===== config.mk =====
export PLATFORM = sky130hd
export DESIGN_NAME = noc_local_arbiter_flat
export DESIGN_NICKNAME = d
export VERILOG_FILES = /design/src/rtl/noc_local_arbiter_if.sv /design/src/rtl/noc_local_arbiter.sv /design/src/flat_wrapper.sv
export SDC_FILE = /design/constraint.sdc
export NUM_CORES = 1
export LEC_CHECK = 0
export CORE_UTILIZATION = 41
export CTS_CLUSTER_DIAMETER = 200
export DETAILED_ROUTE_END_ITERATION = 10
export PLACE_DENSITY = 0.91
export SLEW_MARGIN = 20
export SYNTH_ARGS = -nofsm -noshare
export SYNTH_HDL_FRONTEND = slang
export SYNTH_SLANG_ARGS = --single-unit

===== constraint.sdc =====
create_clock -name clk -period 3.64 [get_ports clk]
set_input_delay 0.546 -clock clk [delete_from_list [all_inputs] [get_ports clk]]
set_output_delay 0.546 -clock clk [all_outputs]
set_load 0.05 [all_outputs]

===== src/rtl/noc_local_arbiter_if.sv =====
// Requester-side and router-side flit handshake bundle for noc_local_arbiter.
// The slave modport is the arbiter's view; the master modport is the environment's view.
interface noc_local_arbiter_if #(
  parameter int unsigned N_REQ  = 4,
  parameter int unsigned FLIT_W = 16
);
  logic [N_REQ-1:0]        req_valid_i;
  logic [N_REQ*FLIT_W-1:0] req_flit_i;
  logic [N_REQ-1:0]        req_last_i;
  logic [N_REQ-1:0]        req_ready_o;
  logic [FLIT_W-1:0]       local_o;
  logic                    valid_l_o;
  logic                    incr_i;

  modport slave (
    input  req_valid_i, req_flit_i, req_last_i, incr_i,
    output req_ready_o, local_o, valid_l_o
  );

  modport master (
    output req_valid_i, req_flit_i, req_last_i, incr_i,
    input  req_ready_o, local_o, valid_l_o
  );
endinterface


===== src/rtl/noc_local_arbiter.sv =====
// noc_local_arbiter: round-robin, packet-atomic sharing of one router local
// injection port among N_REQ requesters, with credit tracking for the router's
// local input buffer. Optional per-requester packet counters are built when the
// NOC_ARB_STATS_EN macro is defined.
module noc_local_arbiter #(
  parameter int unsigned N_REQ   = 4,
  parameter int unsigned FLIT_W  = 16,
  parameter int unsigned CREDITS = 4
) (
  input  logic                             clk,
  input  logic                             rst,
  noc_local_arbiter_if.slave               bus,
  output logic [N_REQ-1:0]                 grant_o,
  output logic [$clog2(CREDITS+1)-1:0]     credit_o,
  output logic                             cred_err_o
`ifdef NOC_ARB_STATS_EN
  ,
  output logic [N_REQ*16-1:0]              pkt_cnt_o,
  input  logic                             stats_clr_i
`endif
);

  localparam int unsigned CW = $clog2(CREDITS + 1);
  localparam int unsigned PW = (N_REQ > 1) ? $clog2(N_REQ) : 1;

  typedef enum logic {S_IDLE, S_LOCKED} state_t;

  state_t              state_q, state_d;
  logic [PW-1:0]       rr_q, rr_d;
  logic [PW-1:0]       gidx_q, gidx_d;
  logic [N_REQ-1:0]    grant_q, grant_d;
  logic [CW-1:0]       credit_q, credit_d;
  logic                err_q, err_d;
  logic [FLIT_W-1:0]   local_q, local_d;
  logic                valid_q, valid_d;

  logic                win_found;
  logic [PW-1:0]       win_idx;
  logic [PW-1:0]       sel_idx;
  logic                sel_last;
  logic [FLIT_W-1:0]   sel_flit;
  logic [N_REQ-1:0]    ready_c;
  logic                accept;

  // Index base+off wrapped modulo N_REQ.
  function automatic logic [PW-1:0] rot_idx(input logic [PW-1:0] base, input int off);
    int s;
    s = int'(base) + off;
    if (s >= int'(N_REQ)) s = s - int'(N_REQ);
    return PW'(s);
  endfunction

  // Round-robin search: first valid requester at or after rr_q.
  always_comb begin
    win_found = 1'b0;
    win_idx   = '0;
    for (int k = int'(N_REQ) - 1; k >= 0; k--) begin
      if (bus.req_valid_i[rot_idx(rr_q, k)]) begin
        win_found = 1'b1;
        win_idx   = rot_idx(rr_q, k);
      end
    end
  end

  // Requester currently eligible for the port: the holder when locked, else the winner.
  always_comb begin
    sel_idx  = (state_q == S_LOCKED) ? gidx_q : win_idx;
    sel_last = bus.req_last_i[sel_idx];
    sel_flit = bus.req_flit_i[int'(sel_idx)*int'(FLIT_W) +: FLIT_W];
  end

  // Arbitration FSM next state, grant and ready generation.
  always_comb begin
    state_d = state_q;
    rr_d    = rr_q;
    gidx_d  = gidx_q;
    grant_d = grant_q;
    ready_c = '0;
    case (state_q)
      S_IDLE: begin
        if ((credit_q != '0) && win_found) begin
          ready_c[sel_idx] = 1'b1;
          if (sel_last) begin
            rr_d = rot_idx(sel_idx, 1);
          end else begin
            state_d          = S_LOCKED;
            gidx_d           = sel_idx;
            grant_d          = '0;
            grant_d[sel_idx] = 1'b1;
          end
        end
      end
      S_LOCKED: begin
        if ((credit_q != '0) && bus.req_valid_i[sel_idx]) begin
          ready_c[sel_idx] = 1'b1;
          if (sel_last) begin
            state_d = S_IDLE;
            grant_d = '0;
            rr_d    = rot_idx(sel_idx, 1);
          end
        end
      end
      default: begin
        state_d = S_IDLE;
        grant_d = '0;
      end
    endcase
  end

  assign accept = |ready_c;

  // Credit accounting and sticky overflow flag.
  always_comb begin
    credit_d = credit_q;
    err_d    = err_q;
    if (accept && !bus.incr_i) begin
      credit_d = credit_q - CW'(1);
    end else if (!accept && bus.incr_i) begin
      if (credit_q == CW'(CREDITS)) err_d = 1'b1;
      else                          credit_d = credit_q + CW'(1);
    end
  end

  // One-cycle flit pipeline toward the router.
  always_comb begin
    local_d = accept ? sel_flit : local_q;
    valid_d = accept;
  end

  // State and output registers.
  always_ff @(posedge clk or negedge rst) begin
    if (!rst) begin
      state_q  <= S_IDLE;
      rr_q     <= '0;
      gidx_q   <= '0;
      grant_q  <= '0;
      credit_q <= CW'(CREDITS);
      err_q    <= 1'b0;
      local_q  <= '0;
      valid_q  <= 1'b0;
    end else begin
      state_q  <= state_d;
      rr_q     <= rr_d;
      gidx_q   <= gidx_d;
      grant_q  <= grant_d;
      credit_q <= credit_d;
      err_q    <= err_d;
      local_q  <= local_d;
      valid_q  <= valid_d;
    end
  end

  // Ready is forced low while reset is asserted, even with requesters valid.
  assign bus.req_ready_o = rst ? ready_c : '0;
  assign bus.local_o     = local_q;
  assign bus.valid_l_o   = valid_q;
  assign grant_o         = grant_q;
  assign credit_o        = credit_q;
  assign cred_err_o      = err_q;

`ifdef NOC_ARB_STATS_EN
  logic [N_REQ-1:0][15:0] cnt_q, cnt_d;

  // Saturating per-requester packet counters; clear wins over increment.
  always_comb begin
    cnt_d = cnt_q;
    if (stats_clr_i) begin
      cnt_d = '0;
    end else if (accept && sel_last && (cnt_q[sel_idx] != 16'hFFFF)) begin
      cnt_d[sel_idx] = cnt_q[sel_idx] + 16'd1;
    end
  end

  // Counter registers.
  always_ff @(posedge clk or negedge rst) begin
    if (!rst) cnt_q <= '0;
    else      cnt_q <= cnt_d;
  end

  assign pkt_cnt_o = cnt_q;
`endif

endmodule


===== src/flat_wrapper.sv =====
// flat-port wrapper written by rule: the top's interface ports become plain ports
module noc_local_arbiter_flat 
#(
  parameter int unsigned N_REQ   = 4,
  parameter int unsigned FLIT_W  = 16,
  parameter int unsigned CREDITS = 4
)
  (clk, rst, grant_o, credit_o, cred_err_o, bus_req_valid_i, bus_req_flit_i, bus_req_last_i, bus_incr_i, bus_req_ready_o, bus_local_o, bus_valid_l_o);
  noc_local_arbiter_if #(.N_REQ(N_REQ), .FLIT_W(FLIT_W)) bus_i ();
  input  logic clk;
  input  logic rst;
  output logic [N_REQ-1:0] grant_o;
  output logic [$clog2(CREDITS+1)-1:0] credit_o;
  output logic cred_err_o;
  input wire logic [$bits(bus_i.req_valid_i)-1:0] bus_req_valid_i;
  input wire logic [$bits(bus_i.req_flit_i)-1:0] bus_req_flit_i;
  input wire logic [$bits(bus_i.req_last_i)-1:0] bus_req_last_i;
  input wire logic [$bits(bus_i.incr_i)-1:0] bus_incr_i;
  output wire logic [$bits(bus_i.req_ready_o)-1:0] bus_req_ready_o;
  output wire logic [$bits(bus_i.local_o)-1:0] bus_local_o;
  output wire logic [$bits(bus_i.valid_l_o)-1:0] bus_valid_l_o;
  assign bus_i.req_valid_i = bus_req_valid_i;
  assign bus_i.req_flit_i = bus_req_flit_i;
  assign bus_i.req_last_i = bus_req_last_i;
  assign bus_i.incr_i = bus_incr_i;
  assign bus_req_ready_o = bus_i.req_ready_o;
  assign bus_local_o = bus_i.local_o;
  assign bus_valid_l_o = bus_i.valid_l_o;
  noc_local_arbiter #(.N_REQ(N_REQ), .FLIT_W(FLIT_W), .CREDITS(CREDITS)) u_core (.clk(clk), .rst(rst), .bus(bus_i), .grant_o(grant_o), .credit_o(credit_o), .cred_err_o(cred_err_o));
endmodule

After elaboration in Yosys (flattened, before gate mapping)
Cells that the tools add are included.
{"block": "word_totals", "ff_bits": 30, "word_cells": 103}
{"block": "classes", "n_addsub": 11, "magnitude_cmp": 11, "eq_ne": 6, "shift": 1, "muxes": 48, "n_bitwise": 3, "n_reduce_logical": 15}
{"cell": "64-bit by 7-bit indexed part select with 16-bit output", "count": 1}
{"cell": "4-bit 2-to-1 mux", "count": 7}
{"cell": "2-bit 2-to-1 mux", "count": 13}
{"cell": "4-bit one-hot mux with 2 select lines", "count": 2}
{"cell": "2-bit by 3-bit less-than comparator with 1-bit output (second input constant)", "count": 5}
{"cell": "1-bit 2-to-1 mux", "count": 14}
{"cell": "1-bit binary-select mux with 2-bit select", "count": 6}
{"cell": "3-bit greater-or-equal comparator (second input constant)", "count": 4}
{"cell": "2-bit by 1-bit subtractor with 2-bit output (second input constant)", "count": 5}
{"cell": "3-bit 2-to-1 mux", "count": 3}
{"cell": "2-bit by 1-bit adder with 3-bit output (second input constant)", "count": 2}
{"cell": "2-bit by 2-bit adder with 3-bit output (second input constant)", "count": 2}
{"cell": "2-bit != test (second input constant)", "count": 3}
{"cell": "3-bit AND reduction", "count": 2}
{"cell": "1-bit logical AND", "count": 5}
{"cell": "2-bit by 1-bit != test with 1-bit output (second input constant)", "count": 2}
{"cell": "2-bit one-hot mux with 2 select lines", "count": 1}
{"cell": "2-bit AND reduction", "count": 2}
{"cell": "4-bit AND reduction", "count": 1}
{"cell": "4-bit OR reduction", "count": 1}
{"cell": "3-bit by 1-bit adder with 3-bit output (second input constant)", "count": 1}
{"cell": "3-bit == test (second input constant)", "count": 1}
{"cell": "2-bit by 3-bit greater-or-equal comparator with 1-bit output (second input constant)", "count": 1}
{"cell": "1-bit NOT", "count": 3}
{"cell": "7 further kinds", "count": 8}

Depth between registers and ports, before layout
Gate-level depths: netlist of the first run.
{"block": "depth", "depth_word": 21, "depth_mapped": 11}

Least setup slack after synthesis of the first run
Ideal clock, no wire load.
{"block": "synth_timing", "path_type": "reg2out", "from": "register u_core.credit_q[2] (netlist: u_core.credit_o[2])", "to": "output port bus_req_ready_o[0]", "t_arrival_ns": 2.382, "required_ns": 3.094, "setup_slack_ns": 0.712, "stages_incl_launch_ff": 6, "path_buffers": 1, "path_cell_list": "dfstp_2 nor3_1 a211oi_2 clkbuf_1 nand3_1 nor2_1"}
{"block": "synth_between", "elab_chain_len": 5}
{"item": "start, declared", "line": "noc_local_arbiter.sv:32", "source": "logic [CW-1:0] credit_q, credit_d;"}
{"item": "start signal, assigned", "line": "noc_local_arbiter.sv:137", "source": "credit_q <= CW'(CREDITS);"}
{"item": "start signal, assigned", "line": "noc_local_arbiter.sv:146", "source": "credit_q <= credit_d;"}
{"item": "3-bit nonzero test *", "line": "noc_local_arbiter.sv:81, noc_local_arbiter.sv:94"}
{"item": "1-bit logical AND, on equally long branches", "line": "noc_local_arbiter.sv:94, noc_local_arbiter.sv:81"}
{"item": "4-bit 2-to-1 mux, on equally long branches", "line": "noc_local_arbiter.sv:94, noc_local_arbiter.sv:81"}
{"item": "4-bit one-hot mux with 2 select lines *", "line": "noc_local_arbiter.sv:79", "source": "case (state_q)"}
{"item": "4-bit 2-to-1 mux *", "line": "noc_local_arbiter.sv:154", "source": "assign bus.req_ready_o = rst ? ready_c : '0;"}
{"item": "end, declared", "line": "flat_wrapper.sv:19", "source": "output wire logic [$bits(bus_i.req_ready_o)-1:0] bus_req_ready_o;"}
Mark *: on every way between the ends. The rest lies on a longest branch, timed or not.

Final worst setup path of the first run
{"block": "layout_timing", "from": "input port bus_req_valid_i[1]", "to": "output port bus_req_ready_o[3]"}
{"block": "layout_between", "elab_chain_len": 14}
{"item": "start, declared", "line": "flat_wrapper.sv:15", "source": "input wire logic [$bits(bus_i.req_valid_i)-1:0] bus_req_valid_i;"}
{"item": "1-bit binary-select mux with 2-bit select", "line": "noc_local_arbiter.sv:58", "source": "if (bus.req_valid_i[rot_idx(rr_q, k)]) begin"}
{"item": "1-bit 2-to-1 mux (not written as such)", "line": "noc_local_arbiter.sv:58"}
{"item": "2-bit 2-to-1 mux (4 in a row)", "line": "noc_local_arbiter.sv:58"}
{"item": "2-bit 2-to-1 mux", "line": "noc_local_arbiter.sv:67", "source": "sel_idx = (state_q == S_LOCKED) ? gidx_q : win_idx;"}
{"item": "2-bit by 3-bit less-than comparator with 1-bit output (not written as such) / 2-bit by 1-bit greater-or-equal comparator with 1-bit output (equally long branches)", "line": "noc_local_arbiter.sv:82, noc_local_arbiter.sv:95"}
{"item": "1-bit logical AND (not written as such)", "line": "noc_local_arbiter.sv:82, noc_local_arbiter.sv:95"}
{"item": "1-bit 2-to-1 mux (not written as such)", "line": "noc_local_arbiter.sv:82, noc_local_arbiter.sv:95"}
{"item": "1-bit demux with 2-bit select"}
{"item": "4-bit 2-to-1 mux, on equally long branches", "line": "noc_local_arbiter.sv:94, noc_local_arbiter.sv:81"}
{"item": "4-bit one-hot mux with 2 select lines *", "line": "noc_local_arbiter.sv:79"}
{"item": "4-bit 2-to-1 mux *", "line": "noc_local_arbiter.sv:154"}
Mark *: on every way between the ends. The rest lies on a longest branch, timed or not. The select of a mux whose other input is x is not followed.

==> out/results.tsv, run 1 <==
metric	value	unit
worst-r2r-cell-count	10	
synth_edf_count	0	
grt_max_degree	40	
antenna_found_initial	0	
setup_viol	0	
die-area	5520	um^2
postCtsSetupBuffers	0	
critPathKind	in2out	
fin_tns_setup	0	ns
maxSlewHeadroom	47.6	%
crit_fanout	24	
ir_drop	0.765	mV
cts_root_buffer	clkbuf_8	
clk_pin_slew_worst_paths	0.06	ns
clock-sinks	30	
initial_utilization	43.9	%
syn-instance-count	210	
via_per_inst	5.45	
ctsHoldBuffers	0	
rsz0062_at_grt	no	
fmaxAchievable	320	MHz
n_antenna_cell	0	
final_cell_mix	clkdlybuf4s50_1, mux2i_1, dfrtp_1	
cp-startpoint	bus_req_valid_i[1]	
ant_nets	0	
clock_skew	0.00922	ns
gp_congestion	0.906	
totalWireLength	6.41	mm
r2r_start	u_core.gidx_q[0]	
synth_nets	288	
utilization	70.1	%
die_h	74.3	um
grt_remaining_overflow	0	
min-delay-path-class	reg2reg	
cts_max_path_buffers	2	
cp.arrival	2.58	ns
yosysSeqAreaShare	35.1	%
worst-slew-pin-transition	0.778	ns
wl_per_cell	16.8	um
p_leak	1.56	nW
synth.distinct_cells	44	
syn_avg_cell_area	10.2	um^2
dp_hpwl	4.95	mm
pin_count	104	
endpoint_kind	output pin	
grt_pass1_vias	2090	
area_growth	59.5	%
hold_violations	0	
fin_crit	3.13	ns
tritoncts	yes	
critPathRequiredTime	3.09	ns
synth-seq-cells	30	
die_x	74.3	um
h-tree-depth	2	
synth_top_flop_cell	dfrtp_1	
syn_area	2140	um^2
grt_first_pass_wirelength	9.71	mm
slew_viol_final	0	
final_common_cell	clkdlybuf4s50_1	
insertion_delay	0.28	ns
drt_iter0_drc	95	
power.density	890	nW/um^2
core	4880	um^2
drive_gt1_share	14.3	%
grt_usage	23.8	%
max_cap_viol_count	0	
cts_buffers	5	
drc	0	
nFillCells	382	
min_from	u_core.cred_err_o	
rows	25	
cp-start-kind	primary input	
finalCritPeriodShare	85.9	%
async_reset_ff_share	100	%
status	finished, final reports clean	
ys_warn_count	0	
portBuffers	103	
drtPass1Iterations	4	
nNetsFinal	393	
vias	2083	
min_delay_path_depth	1	
cts-resized-gates	0	
Yosys cell counts (2+ instances only):
cell / count / area [um^2]
nor2b_1: 3 / 18.8
nand3_1: 4 / 20.0
mux2_2: 17 / 191
nor4_1: 3 / 18.8
o21ai_2: 2 / 17.5
ha_1: 2 / 25.0
inv_1: 8 / 30.0
o21ai_0: 8 / 40.0
buf_2: 6 / 30.0
a211oi_2: 2 / 25.0
o21a_1: 2 / 15.0
nor3_1: 10 / 50.1
nor2_1: 14 / 52.6
a21oi_1: 10 / 50.1
nand2b_1: 2 / 12.5
nand2_1: 6 / 22.5
buf_4: 2 / 15.0
mux2i_1: 49 / 490
o21ai_1: 3 / 15.0
a31oi_1: 4 / 25.0
o221ai_1: 2 / 17.5
dfrtp_1: 29 / 726
final timing paths:
kind	endpoint	slack (ns)
setup / recovery	bus_req_ready_o[3]	0.51
hold reg to reg	u_core.cred_err_o	0.49
max in group asynchronous	u_core.credit_o[2]	2.59
min in group asynchronous	u_core.bus.local_o[3]	0.73
setup reg to reg	u_core.credit_o[2]	1.13
hold / removal	u_core.cred_err_o	0.49
worst max-delay path, stage by stage:
cell and delay (ns):
clkdlybuf4s50_1 0.61, mux4_2 0.30, nor2_1 0.06, a211oi_4 0.18, buf_4 0.34, nand3_1 0.15
nor2_1 0.21, buf_12 0.17
logic make-up after synthesis:
group | Yosys count | share of synthesized area (%)
mux | 67 | 32.9
compound gates | 44 | 14.9
fa+ha+maj | 3 | 2.10
buf+inv | 18 | 3.85
xor+xnor | 1 | 0.409
flops | 30 | 35.1
simple gates | 47 | 10.7
stage by stage:
step	cell area, um^2	hold WS (ns)	total power [mW]	std cells	setup slack [ns]
2_1_floorplan	2140	0.250	2.05	210	0.712
3_3_place_gp	3310	0.461	2.65	375	0.616
3_5_place_dp	3310	0.462	2.70	375	0.500
4_1_cts	3420	0.492	3.05	382	0.524
5_1_grt	3420	0.532	3.22	382	0.376
6_report	3420	0.489	3.05	382	0.513
per-layer routing:
layer | track usage, % | share of wire [%] | up-vias | routed length, um
met4 | 11.1 | 2.6 | 0 | 166
met3 | 5.15 | 4.7 | 14 | 304
met5 | 0 | 0 | - | 0
met1 | 28.4 | 40 | 994 | 2540
met2 | 41.1 | 53 | 79 | 3400
li1 | - | - | 996 | -
area by class of cell:
| class | count | area, um^2 | area share [%] |
|---|---|---|---|
| Clock inverter | 1 | 30.0 | 0.878 |
| Tap cell | 67 | 83.8 | 2.45 |
| Sequential cell | 30 | 752 | 22.0 |
| Clock buffer | 6 | 82.6 | 2.41 |
| Inverter | 9 | 33.8 | 0.988 |
| Multi-Input combinational cell | 162 | 1320 | 38.7 |
| Timing Repair Buffer | 107 | 1110 | 32.6 |
report_power, final:
part | internal (mW) | switching, mW | leakage (nW) | total, mW
combinational | 0.862 | 1.20 | 1.15 | 2.06
clock | 0.219 | 0.124 | 0.0573 | 0.343
sequential | 0.503 | 0.135 | 0.354 | 0.638
total | 1.58 | 1.46 | 1.56 | 3.05
flip-flops by register name (all words and copies together), names as in the netlist:
register	cells
u_core.bus.local_o	16
u_core.credit_o	3
u_core.grant_o	4
u_core.bus.valid_l_o	1
u_core.gidx_q	2
u_core.rr_q	2
u_core.state_q	1
u_core.cred_err_o	1
Power figures use the tool's default switching activity.
==> inputs of run 2 (changes only) <==
Settings changed: TNS_END_PERCENT set to 5.
Clock period 3.64 ns to 3.2 ns, I/O delays scaled along.
==> run 2 against run 1 <==
Clock power down 9.6%. Count of clock-buffer cells in the layout up 1. Critical path depth unchanged. Total power up 12%. Design area unchanged. Die area unchanged. Largest cell class unchanged. Largest power group unchanged.
==> out/results.tsv, run 2 (synthesized netlist as in run 1, its figures left out) <==
metric	value	unit
grt_pass1_vias	2152	
r2r_start	u_core.gidx_q[0]	
wl_per_cell	16.5	um
rows	25	
crit_fanout	24	
core	4880	um^2
worst_path_max_delay_cell	clkdlybuf4s50_1	
postCtsSetupBuffers	0	
max_cap_viol_count	0	
grt_max_degree	31	
grt_remaining_overflow	0	
insertion_delay	0.28	ns
nNetsFinal	395	
worst-slew-pin-transition	0.607	ns
drc	0	
h-tree-depth	2	
critical-path-top-delay-family	buffers and inverters	
grt_first_pass_wirelength	9.82	mm
largest_reg_flops	16	
clk_pin_slew_worst_paths	0.06	ns
slew_viol_final	0	
die_h	74.3	um
final_cell_mix	clkdlybuf4s50_1, mux2i_1, dfrtp_1	
maxSlewHeadroom	59.2	%
tritoncts	yes	
fmaxAchievable	330	MHz
min_from	u_core.cred_err_o	
n_antenna_cell	0	
ir_drop	0.655	mV
pin_count	104	
endpoint_kind	output pin	
cts_buffers	5	
rsz0062_at_grt	no	
critPathKind	in2out	
die-area	5520	um^2
dp_cells	377	
finalCritPeriodShare	94.7	%
power.density	996	nW/um^2
drt_iter0_drc	106	
cts_root_buffer	clkbuf_8	
drive_gt1_share	15.1	%
final_common_cell	clkdlybuf4s50_1	
cp-start-kind	primary input	
vias	2089	
setup_viol	0	
clock_skew	0.0130	ns
clock-sinks	30	
crit_chain	clkdlybuf4s50_1 > mux4_2 > nor2_1 > a211oi_4 > buf_4 > nand3_1 > nor2_1 > buf_12	
cp.arrival	2.55	ns
fin_tns_setup	0	ns
antenna_found_initial	0	
hold_ws	0.464	ns
ant_nets	0	
crit_top_cell	nor2_1	
worst-path-buf-inv	3	
cp-startpoint	bus_req_valid_i[1]	
hold_violations	0	
totalWireLength	6.35	mm
initial_utilization	43.9	%
portBuffers	103	
status	finished, final reports clean	
die_x	74.3	um
min-delay-path-class	reg2reg	
cts_max_path_buffers	2	
dp_hpwl	5.07	mm
gp_congestion	0.937	
cpPeakStageDelay	0.63	ns
instances_no_fill	385	
area_growth	59.5	%
finalPower	3.40	mW
via_per_inst	5.43	
grt_usage	23.4	%
p_leak	1.56	nW
fin_crit	3.03	ns
drtPass1Iterations	4	
critPathRequiredTime	2.72	ns
run 2: cell type report:
| type | instances | area, um^2 |
|---|---|---|
| Multi-Input combinational cell | 162 | 1330 |
| Timing Repair Buffer | 109 | 1130 |
| Clock inverter | 1 | 5.00 |
| Inverter | 9 | 33.8 |
| Tap cell | 67 | 83.8 |
| Fill cell | 357 | 1460 |
| Sequential cell | 30 | 752 |
| Clock buffer | 7 | 86.3 |
run 2: worst paths after layout:
| path | end | slack, ns | depth (start not counted) |
|---|---|---|---|
| hold reg to reg | u_core.cred_err_o | 0.46 | 1 |
| setup / recovery | bus_req_ready_o[3] | 0.17 | 8 |
| setup reg to reg | u_core.credit_o[2] | 0.77 | 10 |
| max in group asynchronous | u_core.credit_o[2] | 2.20 | 2 |
| min in group asynchronous | u_core.bus.local_o[15] | 0.67 | 2 |
| hold / removal | u_core.cred_err_o | 0.46 | 1 |
run 2: routing by layer:
layer | part of all wire [%] | vias up | GRT usage (%)
met4 | 1.7 | 0 | 7.55
met2 | 54 | 78 | 43.3
li1 | - | 1004 | -
met3 | 5.9 | 9 | 4.61
met1 | 38 | 998 | 27.1
met5 | 0 | - | 0
run 2: repair_timing:
item | CTS | global route
hold buffers | 0 | 0
gates resized for setup | 0 | 1
endpoints found under the setup margin | 0 | 3
run 2: stage by stage:
| stage | area, um^2 | util, % | setup WS [ns] |
|---|---|---|---|
| 2_1_floorplan | 2140 | - | 0.316 |
| 3_3_place_gp | 3320 | 68.1 | 0.276 |
| 3_5_place_dp | 3320 | 68.1 | 0.166 |
| 4_1_cts | 3410 | 69.9 | 0.191 |
| 5_1_grt | 3420 | 70.1 | 0.0529 |
| 6_report | 3420 | 70.1 | 0.169 |
run 2: worst register-to-register path, delay by kind of cell (launching register included):
family,cells,cell delay (ns)
buffers and inverters,1,0.12
and+or+nand+nor,2,0.25
muxes,1,0.35
AOI/OAI and AO/OA,4,0.53
DFF,1,0.42
adders and majority gates,2,0.69
run 2: report_power, final:
group          internal [mW]  total, mW  switching, mW
Sequential             0.572      0.722          0.150
Clock                  0.173      0.310          0.137
Combinational          0.996       2.37           1.38
==> inputs of run 3 (changes only) <==
Settings changed: MAX_ROUTING_LAYER set to met4.
==> run 3 against run 2 <==
Combinational power about the same. Sequential share of layout area unchanged. Cell count unchanged. Count of clock-buffer cells in the layout unchanged. Utilization unchanged. First-iteration DRC count up 48%. Non-clock buffer count unchanged. Setup slack better by 0.0085 ns. Total power about the same. Critical path depth unchanged. Largest cell class unchanged.
==> out/results.tsv, run 3 (synthesized netlist as in run 1, its figures left out) <==
metric	value	unit
intPower	1.74	mW
die-area	5520	um^2
clock-sinks	30	
cts_max_path_buffers	2	
h-tree-depth	2	
portBuffers	103	
totalWireLength	6.37	mm
power_switching	1.66	mW
fin_crit	3.02	ns
critPathRequiredTime	2.72	ns
critPathCapture	bus_req_ready_o[3]	
ctsHoldBuffers	0	
clock_skew	0.0120	ns
grt_remaining_overflow	0	
cts_buffers	5	
finalCritPeriodShare	94.5	%
crit_fanout	24	
fmaxAchievable	331	MHz
place_area	3320	um^2
dp_hpwl	5.07	mm
die_h	74.3	um
n_antenna_cell	0	
rows	25	
min_delay_path_depth	1	
power.share.clock	9.1	%
switching_share	48.9	%
drive_gt1_share	15.1	%
r2r_start	u_core.gidx_q[0]	
nNetsFinal	395	
worst-slew-pin-transition	0.607	ns
nFillCells	357	
cp-startpoint	bus_req_valid_i[1]	
fin_tns_setup	0	ns
area_growth	59.5	%
reg2reg_setup_slack	0.77	ns
grt_pass1_vias	2146	
pin_count	104	
tritoncts	yes	
regToRegEndpoint	u_core.credit_o[2]	
multi_input_comb_area	1330	um^2
worst-r2r-cell-count	10	
endpoint_kind	output pin	
maxSlewHeadroom	59.3	%
power.density	996	nW/um^2
ant_nets	0	
cp-start-kind	primary input	
hold_violations	0	
cp.arrival	2.54	ns
core	4880	um^2
max_cap_viol_count	0	
gp_congestion	0.954	
ff_latch_area	752	um^2
critPathKind	in2out	
via_per_inst	5.42	
pwr-share-seq	21.2	%
min-delay-path-class	reg2reg	
drt_iter0_drc	157	
grt_usage	24.2	%
antenna_found_initial	0	
slew_viol_final	0	
drc	0	
status	finished, final reports clean	
ir_drop	0.656	mV
insertion_delay	0.28	ns
p_comb_share	69.7	%
clk_pin_slew_worst_paths	0.06	ns
drtPass1Iterations	4	
cts_root_buffer	clkbuf_8	
vias	2086	
instances_no_fill	385	
initial_utilization	43.9	%
dp_cells	377	
postLayoutCellArea	3420	um^2
wl_per_cell	16.5	um
die_x	74.3	um
final_cell_mix	clkdlybuf4s50_1, mux2i_1, dfrtp_1	
grt_max_degree	31	
grt_first_pass_wirelength	9.82	mm
setup_viol	0	
p_leak	1.56	nW
final_common_cell	clkdlybuf4s50_1	
largest_reg_flops	16	
rsz0062_at_grt	no	
## run 3: cell counts in the layout (fill, tap and decap cells not counted)
Identical to the previous run, type by type.
## run 3: final cells by class
cell class | count | share of cell area [%]
inverters | 9 | 0.988
clock inverters | 1 | 0.146
repair buffers | 109 | 33.0
flip-flops and latches | 30 | 22.0
multi-input cells | 162 | 38.9
clock buffers | 7 | 2.52
well taps | 67 | 2.45
## run 3: repair_timing
| action | in CTS | in global routing |
|---|---|---|
| endpoints found under the hold margin | 0 | 0 |
| setup buffers | 0 | 0 |
| setup endpoints to repair | 0 | 3 |
| gates resized for setup | 0 | 1 |
## run 3: metal layers
metal,track usage [%],part of all wire [%],vias up
met1,28.0,39,993
li1,-,-,1003
met5,-,0,-
met2,43.3,55,81
met3,3.25,4.8,9
met4,7.55,1.7,0
## run 3: power groups by stage
stage | sequential (mW) | clock [mW] | combinational (mW)
2_1_floorplan | 1.22 | 0 | 1.12
3_3_place_gp | 0.711 | 0 | 2.31
3_5_place_dp | 0.724 | 0 | 2.37
4_1_cts | 0.720 | 0.316 | 2.38
5_1_grt | 0.748 | 0.337 | 2.52
6_report | 0.722 | 0.310 | 2.37
## run 3: worst min-delay path by stage
stage / start / to / slack (ns)
5_1_grt: u_core.cred_err_o / u_core.cred_err_o / 0.48
6_report: u_core.cred_err_o / u_core.cred_err_o / 0.47
2_1_floorplan: rst / u_core.bus.local_o[0] / 0.18
4_1_cts: u_core.cred_err_o / u_core.cred_err_o / 0.47
3_5_place_dp: u_core.cred_err_o / u_core.cred_err_o / 0.46
3_3_place_gp: u_core.cred_err_o / u_core.cred_err_o / 0.47
## run 3: critical path: stages
cell	delay, ns
clkdlybuf4s50_1	0.62
mux4_2	0.29
nor2_1	0.06
a211oi_4	0.19
buf_4	0.35
nand3_1	0.14
nor2_1	0.22
buf_12	0.17
## run 3: through the flow
| stage | power [mW] | util, % | worst slack (ns) | hold WS (ns) |
|---|---|---|---|---|
| floorplan | 2.33 | - | 0.316 | 0.184 |
| global placement | 3.03 | 68.1 | 0.276 | 0.466 |
| detailed placement | 3.10 | 68.1 | 0.166 | 0.459 |
| CTS | 3.42 | 69.9 | 0.191 | 0.469 |
| global route | 3.60 | 70.1 | 0.0529 | 0.482 |
| finish | 3.41 | 70.1 | 0.177 | 0.465 |
